==> config.mk <==
export PLATFORM = sky130hd
export DESIGN_NAME = bitstream_bit_reader
export DESIGN_NICKNAME = d
export VERILOG_FILES = /design/src/rtl/bitstream_bit_reader.sv
export SDC_FILE = /design/constraint.sdc
export NUM_CORES = 1
export LEC_CHECK = 0
export ABC_AREA = 1
export CELL_PAD_IN_SITES_DETAIL_PLACEMENT = 0
export CELL_PAD_IN_SITES_GLOBAL_PLACEMENT = 1
export CORE_AREA = 2 2 142 144
export DETAILED_ROUTE_END_ITERATION = 16
export DIE_AREA = 0 0 144 146
export PLACE_DENSITY = 0.83
export SYNTH_ARGS = -nofsm -noshare
export SYNTH_HDL_FRONTEND = slang
export SYNTH_SLANG_ARGS = --single-unit
==> constraint.sdc <==
create_clock -name clk_i -period 12.98 [get_ports clk_i]
set_input_delay 3.245 -clock clk_i [delete_from_list [all_inputs] [get_ports clk_i]]
set_output_delay 3.245 -clock clk_i [all_outputs]
set_load 0.1 [all_outputs]
==> src/rtl/bitstream_bit_reader.sv <==
// MSB-first bit reader between a byte source and the CABAC engine.
// Define BIT_READER_ZERO_PAD_EN to zero-pad reads past end of stream instead of erroring.
module bitstream_bit_reader #(
  parameter int unsigned MAX_BITS = 16,
  parameter int unsigned BUF_W    = 32
) (
  input  logic                clk_i,
  input  logic                rst_i,
  input  logic [7:0]          data_i,
  input  logic                data_ready_i,
  output logic                request_o,
  input  logic                rd_req_i,
  input  logic [4:0]          rd_nbits_i,
  input  logic                rd_align_i,
  output logic                rd_ready_o,
  output logic                rd_valid_o,
  output logic [MAX_BITS-1:0] rd_data_o,
  output logic                rd_eos_o,
  output logic                rd_err_o,
  output logic [31:0]         bit_count_o
);

  localparam int unsigned FillW = $clog2(BUF_W + 1);

  typedef enum logic [1:0] {StIdle, StWait, StErr} state_e;

  state_e              state_q, state_d;
  logic [BUF_W-1:0]    buf_q, buf_d;
  logic [FillW-1:0]    fill_q, fill_d;
  logic [4:0]          nbits_q, nbits_d;
  logic                rd_valid_q, rd_valid_d;
  logic [MAX_BITS-1:0] rd_data_q, rd_data_d;
  logic                eos_q, eos_d;
  logic                err_q, err_d;
  logic [31:0]         bit_count_q, bit_count_d;

  logic [4:0]       req_n;
  logic [2:0]       align_n;
  logic             serve;
  logic [4:0]       serve_n;
  logic [FillW-1:0] cons_n;
  logic [4:0]       bc_inc;
  logic [BUF_W-1:0] peek;
  logic [BUF_W-1:0] buf_shift;
  logic [FillW-1:0] fill_post;
  logic [BUF_W-1:0] byte_al;

  assign req_n   = (rd_nbits_i > 5'(MAX_BITS)) ? 5'(MAX_BITS) : rd_nbits_i;
  // Distance to the next byte boundary; the buffer always holds at least this many bits.
  assign align_n = 3'd0 - bit_count_q[2:0];

  assign request_o  = !rst_i && data_ready_i && (fill_q <= FillW'(BUF_W - 8)) &&
                      (state_q != StErr);
  assign rd_ready_o = !rst_i && (state_q == StIdle);

  always_comb begin
    state_d = state_q;
    nbits_d = nbits_q;
    eos_d   = eos_q;
    err_d   = err_q;
    serve   = 1'b0;
    serve_n = 5'd0;
    cons_n  = '0;
    bc_inc  = 5'd0;
    unique case (state_q)
      StIdle: begin
        if (rd_align_i) begin
          serve  = 1'b1;
          cons_n = FillW'(align_n);
          bc_inc = 5'(align_n);
        end else if (rd_req_i) begin
          if (FillW'(req_n) <= fill_q) begin
            serve   = 1'b1;
            serve_n = req_n;
            cons_n  = FillW'(req_n);
            bc_inc  = req_n;
          end else begin
            state_d = StWait;
            nbits_d = req_n;
          end
        end
      end
      StWait: begin
        if (FillW'(nbits_q) <= fill_q) begin
          serve   = 1'b1;
          serve_n = nbits_q;
          cons_n  = FillW'(nbits_q);
          bc_inc  = nbits_q;
          state_d = StIdle;
        end else if (!data_ready_i) begin
`ifdef BIT_READER_ZERO_PAD_EN
          // Bits below fill are already zero, so the peek supplies the padding.
          serve   = 1'b1;
          serve_n = nbits_q;
          cons_n  = fill_q;
          bc_inc  = nbits_q;
          eos_d   = 1'b1;
          state_d = StIdle;
`else
          err_d   = 1'b1;
          state_d = StErr;
`endif
        end
      end
      StErr: begin
        state_d = StErr;
      end
      default: begin
        state_d = StIdle;
      end
    endcase
  end

  always_comb begin
    peek      = buf_q >> (FillW'(BUF_W) - FillW'(serve_n));
    buf_shift = buf_q << cons_n;
    fill_post = fill_q - cons_n;
    byte_al   = {data_i, {(BUF_W - 8){1'b0}}} >> fill_post;
    if (request_o) begin
      buf_d  = buf_shift | byte_al;
      fill_d = fill_post + FillW'(8);
    end else begin
      buf_d  = buf_shift;
      fill_d = fill_post;
    end
    rd_valid_d  = serve;
    rd_data_d   = rd_data_q;
    if (serve) begin
      rd_data_d = (serve_n == 5'd0) ? '0 : peek[MAX_BITS-1:0];
    end
    bit_count_d = bit_count_q + 32'(bc_inc);
  end

  always_ff @(posedge clk_i) begin
    if (rst_i) begin
      state_q     <= StIdle;
      buf_q       <= '0;
      fill_q      <= '0;
      nbits_q     <= 5'd0;
      rd_valid_q  <= 1'b0;
      rd_data_q   <= '0;
      eos_q       <= 1'b0;
      err_q       <= 1'b0;
      bit_count_q <= 32'd0;
    end else begin
      state_q     <= state_d;
      buf_q       <= buf_d;
      fill_q      <= fill_d;
      nbits_q     <= nbits_d;
      rd_valid_q  <= rd_valid_d;
      rd_data_q   <= rd_data_d;
      eos_q       <= eos_d;
      err_q       <= err_d;
      bit_count_q <= bit_count_d;
    end
  end

  assign rd_valid_o  = rd_valid_q;
  assign rd_data_o   = rd_data_q;
  assign rd_eos_o    = eos_q;
  assign rd_err_o    = err_q;
  assign bit_count_o = bit_count_q;

endmodule

==> impl_metrics.yaml, run 1 <==
outcome:
  status: "completed"
layout:
  fin_nets: 1509
  area_delta_synth_final_pct: 11.9
  fillers: 2113
  fin_area_um2: 9410
  regArea_um2: 1900
  drive_gt1_frac: 0.0394
  multi_input_area_um2: 5650
  antenna_cells: 0
place:
  placed_area_um2: 9110
  io_buffer_count: 69
  dp_hpwl_um: 20500
  place_congestion: 0.865
grt:
  antenna_found_initial: 0
  grt_overflow: 0
  grt_pass1_vias: 8778
  gr-usage-all-layers: 0.270
  grt_pass1_wl_um: 45900
  grt_max_degree: 71
logic_synthesis:
  synth_warnings: 0
  synth_commonest_cells: "nand2_1 (407), nand3_1 (396), inv_1 (113)"
  ys_seq_area_frac: 0.226
  synthArstFlopShare: 0
  yosysTopAreaCellShare: 0.236
  syn_nets: 1502
  synth_area_um2: 8410
  synth_ff_type: "dfxtp_1"
  ys_ff_latch: 95
  synth_enable_flop_cells: 0
  syn_avg_cell_area_um2: 5.76
  yosys-top-cells-area: "nand3_1 (24%), dfxtp_1 (23%), nand2_1 (18%)"
  yosysMostFrequentCell: "nand2_1"
  synthDistinctLibCells: 47
  yosys.area.top_type: "nand3_1"
  synth_cells: 1459
clocking:
  htree_levels: 3
  cts_root_buffer: "clkbuf_16"
  cts_sinks: 95
  path_clk_slew_ns: 0.08
  cts_setup_buffers: 0
  cts-resized-gates: 0
  hold_buffers: 0
  cts_buffer_depth: 2
  cts_buffers: 9
  insertion_delay_ns: 0.36
  cts_tree: "built"
timing:
  worst_pin_slew_ns: 1.06
  finalSetupViolCount: 0
  hold_viol: 0
  rsz0062_at_grt: "false"
  post-route-min-period_ns: 9.49
  finalCritPeriodShare: 0.731
  fmaxAchievable_mhz: 105
  finClkSkew_ns: 0.0105
  maxSlewViolCount: 0
  slew-limit-headroom: 0.292
  tns_ns: 0
critical_path:
  crit_arrival_ns: 6.25
  crit_type: "in -> out"
  crit_required_ns: 9.73
  timing.reg2reg.setup_slack_ns: 7.65
  path_cells: "buf_2 > buf_4 > inv_1 > nand4_1 > a31oi_1 > clkdlybuf4s50_1"
  reg2reg_depth: 28
  slowest_delay_ns: 1.18
  reg2reg_from: "fill_q[4]"
  cp_max_fo: 66
  r2r-end: "bit_count_o[28]"
  cpMaxStageDelayCell: "clkdlybuf4s50_1"
  start_kind: "primary input"
  crit_path_end_kind: "primary output"
min_path:
  whs_path_depth: 2
  holdCritStartpoint: "rd_data_o[15]"
  hold_path_class: "reg -> reg"
  hold_end: "rd_data_o[15]"
power:
  max-vdd-ir-drop_v: 0.000118
  p_per_area_nw_per_um2: 211
  p_leak_uw: 0.00400
floorplan:
  fp.dieW_um: 144
  start_util: 0.435
  fp.dieH_um: 146
  placementRows: 51
  dieArea_um2: 21000
  io_pins: 71
  coreArea_um2: 19300
drt:
  wl_um: 28700
  postRouteAntennaNets: 0
  drt_iter0_drc: 948
  drc: 0
  vias: 9926
  first_pass_iters: 6
  viasPerCell: 5.72
  wire_per_inst_um: 16.6
run:
  drv_cap: 0
[how the worst max path moves through the flow]
stage,slack [ns],from,to,cells after the start
3_3_place_gp,3.59,rst_i,request_o,6
2_1_floorplan,4.71,rst_i,request_o,3
3_5_place_dp,3.53,rst_i,request_o,6
4_1_cts,3.50,rst_i,request_o,6
6_report,3.49,rst_i,request_o,6
5_1_grt,3.29,rst_i,request_o,6
[metal layers]
metal | vias to the layer above | GRT usage | routed length [um]
met5 | - | 0 | 0
met1 | 4518 | 0.397 | 13600
met2 | 409 | 0.397 | 12300
li1 | 4938 | - | -
met4 | 0 | 0.0971 | 884
met3 | 61 | 0.0398 | 1940
[area by class of cell]
class / instances / share of cell area
clock buffer: 9 / 0.0239
clock inverter: 7 / 0.00798
inverter: 122 / 0.0487
multi-input combinational: 1158 / 0.600
sequential: 95 / 0.202
tap: 265 / 0.0352
timing repair buffer: 80 / 0.0816
[cells in the final DEF (no fill, tap or decap), types with 2 or more instances in the layout]
cell	instances
a211oi_1	2
a21boi_0	2
a21oi_1	69
a31oi_1	7
buf_4	11
clkbuf_16	9
clkdlybuf4s50_1	68
clkinv_1	3
dfxtp_1	95
fa_1	2
ha_1	23
inv_1	113
inv_2	6
inv_8	3
mux2i_1	3
nand2_1	407
nand2_2	6
nand3_1	395
nand3_2	5
nand3b_1	2
nand4_1	49
nor2_1	81
nor2_2	3
nor3_1	16
nor3_2	2
nor3b_1	5
nor4_1	2
o21a_1	4
o21ai_0	46
o21ai_1	4
o21bai_1	3
xnor2_1	4
xor2_1	3
[power breakdown]
part	internal (uW)	leakage, uW	switching, uW
combinational	388	0.00308	895
clock	137	0.000145	140
sequential	348	0.000771	76.7
[worst max-delay path: cells and delay by family]
| family | cells | cell delay (ns) |
|---|---|---|
| AOI/OAI and AO/OA | 1 | 0.29 |
| and+or+nand+nor | 1 | 0.21 |
| buffers and inverters | 4 | 2.47 |
[kinds of logic after synthesis]
| logic type | share of synthesized area |
|---|---|
| and+or+nand+nor | 0.530 |
| buffers and inverters | 0.103 |
| AOI/OAI and AO/OA | 0.0893 |
| DFF | 0.226 |
| adders and majority gates | 0.0390 |
| xor gates and xnor gates | 0.00729 |
| muxes | 0.00491 |
| other | 0.000446 |
[per-stage QoR]
stage / worst slack (ns) / util / instances / total power [uW] / hold WS, ns
after global placement: 3.59 / 0.471 / 1720 / 1680 / 0.452
final: 3.49 / 0.487 / 1736 / 1990 / 0.468
after floorplan: 4.71 / - / 1459 / 1380 / 0.458
after CTS: 3.50 / 0.487 / 1736 / 1960 / 0.470
after global routing: 3.29 / 0.487 / 1736 / 2150 / 0.490
after detailed placement: 3.53 / 0.471 / 1720 / 1680 / 0.456
[state kept, by name, indices dropped and copies added (netlist names)]
name         flops
bit_count_o     32
buf_q           32
fill_q           6
nbits_q          5
rd_data_o       16
rd_err_o         1
rd_valid_o       1
state_q          2
Note: power is estimated with default switching activity, not from simulation.
==> inputs of run 2 (changes only) <==
--- a/config.mk
+++ b/config.mk
@@ -8,10 +8,10 @@
 export ABC_AREA = 1
 export CELL_PAD_IN_SITES_DETAIL_PLACEMENT = 0
 export CELL_PAD_IN_SITES_GLOBAL_PLACEMENT = 1
-export CORE_AREA = 2 2 142 144
+export CORE_AREA = 2 2 154 156
 export DETAILED_ROUTE_END_ITERATION = 16
-export DIE_AREA = 0 0 144 146
-export PLACE_DENSITY = 0.83
+export DIE_AREA = 0 0 156 158
+export PLACE_DENSITY = 0.74
 export SYNTH_ARGS = -nofsm -noshare
 export SYNTH_HDL_FRONTEND = slang
 export SYNTH_SLANG_ARGS = --single-unit
==> constraint.sdc (replaced) <==
create_clock -name clk_i -period 8.35 [get_ports clk_i]
set_input_delay 2.0875 -clock clk_i [delete_from_list [all_inputs] [get_ports clk_i]]
set_output_delay 2.0875 -clock clk_i [all_outputs]
set_load 0.1 [all_outputs]
==> run 2 against run 1 <==
Register-to-register slack worse by 4.2 ns. Count of clock-buffer cells in the layout is 1 higher. Worst hold slack worse by 0.0011 ns. Global-route usage is 3.0 points lower. Total power is 57% higher. Combinational power is 59% higher. Sequential power is 54% higher. Die area is 17% higher. Final area is 0.78% higher.
==> impl_metrics.yaml, run 2 (synthesis results as in run 1) <==
timing:
  finalSetupViolCount: 0
  finalCritPeriodShare: 0.833
  finClkSkew_ns: 0.0156
  worst_pin_slew_ns: 1.05
  maxSlewViolCount: 0
  tns_ns: 0
  hold_viol: 0
  rsz0062_at_grt: "false"
  slew-limit-headroom: 0.299
  post-route-min-period_ns: 6.96
  fmaxAchievable_mhz: 144
layout:
  antenna_cells: 0
  fin_nets: 1515
  final_cell_mix: "nand2_1 (407), nand3_1 (395), inv_1 (113)"
  final_common_cell: "nand2_1"
  instances_no_fill: 1767
  drive_gt1_frac: 0.0440
  area_delta_synth_final_pct: 12.8
grt:
  use_met2: 0.382
  grt.busiest_layer: "met2"
  grt_pass1_vias: 9019
  met1_usage: 0.332
  grt_overflow: 0
  gr-usage-all-layers: 0.240
  antenna_found_initial: 0
  grt_pass1_wl_um: 47400
  grt_use_met3: 0.0443
  grt_max_degree: 71
clocking:
  cts_sinks: 95
  cts_buffer_depth: 2
  cts_tree: "built"
  path_clk_slew_ns: 0.07
  htree_levels: 3
  cts_setup_buffers: 0
  cts-resized-gates: 0
  hold_buffers: 0
  cts_buffers: 9
  insertion_delay_ns: 0.37
  cts_root_buffer: "clkbuf_16"
floorplan:
  coreArea_um2: 23100
  fp.dieH_um: 158
  start_util: 0.365
  fp.dieW_um: 156
  dieArea_um2: 24600
  placementRows: 56
  io_pins: 71
critical_path:
  start_kind: "primary input"
  crit_arrival_ns: 7.26
  crit_path_end_kind: "flip-flop"
  cpMaxStageDelayCell: "nor2_4"
  crit_type: "in -> reg"
  crit_top_cell: "inv_1"
  cp_max_fo: 37
  crit_required_ns: 8.65
  slowest_delay_ns: 0.74
  critPathBufInv: 6
  critPathTopFamily: "simple AND/OR/NAND/NOR gates"
place:
  dp.cells: 1751
  io_buffer_count: 69
  place_congestion: 0.860
  dp_hpwl_um: 21400
drt:
  vias: 9821
  wire_per_inst_um: 16.5
  postRouteAntennaNets: 0
  first_pass_iters: 6
  wl_um: 29200
  drc: 0
  viasPerCell: 5.56
  drt_iter0_drc: 924
min_path:
  hold_path_class: "reg -> reg"
outcome:
  status: "completed"
power:
  p_per_area_nw_per_um2: 329
  p_leak_uw: 0.00403
  max-vdd-ir-drop_v: 0.000170
run:
  drv_cap: 0
run 2: cell types whose count changed in the layout (fill, tap and decap cells not counted), sizes merged:
cell and delta:
buf +7, clkbuf +1, clkdlybuf4s50 -1, clkinv -1
run 2: through the flow:
stage          instance area [um2]  power [uW]  hold slack (ns)  worst slack (ns)  utilization
6_report                      9480        3120            0.467              1.39        0.411
4_1_cts                       9480        3100            0.470              1.40        0.411
5_1_grt                       9480        3400            0.493             0.832        0.411
3_5_place_dp                  9180        2670            0.457              1.03        0.398
3_3_place_gp                  9180        2670            0.456              1.11        0.398
2_1_floorplan                 8410        2140            0.458              2.28            -
run 2: per-layer routing:
metal	vias up	wire (um)
met5	-	0
met4	0	684
met3	49	1910
met2	349	13000
met1	4477	13600
li1	4946	-
run 2: final cells by class:
type	instances	area [um2]
Clock buffer	10	239
Sequential cell	95	1900
Multi-Input combinational cell	1158	5650
Fill cell	2553	13600
Timing Repair Buffer	86	811
Inverter	122	458
Tap cell	290	363
Clock inverter	6	61.3
run 2: where the power goes:
group | total, uW | switching, uW | internal (uW)
registers | 656 | 114 | 542
logic | 2030 | 1420 | 613
clock network | 427 | 207 | 219
run 2: path summary, 6_finish.rpt:
kind,from,to,slack (ns),depth (start not counted)
worst min-delay path,rd_data_o[7],rd_data_o[7],0.47,2
worst max-delay path,rd_nbits_i[2],buf_q[31],1.39,29
worst max register to register,fill_q[4],buf_q[31],3.43,20
worst min register to register,rd_data_o[7],rd_data_o[7],0.47,2
run 2: worst register-to-register path, delay by kind of cell, from the launching register on:
kind,cells,cell delay [ns]
DFF,1,0.38
AOI/OAI and AO/OA,2,0.33
and+or+nand+nor,9,1.71
buffers and inverters,5,0.99
adders and majority gates,3,1.00
xor gates and xnor gates,1,0.45
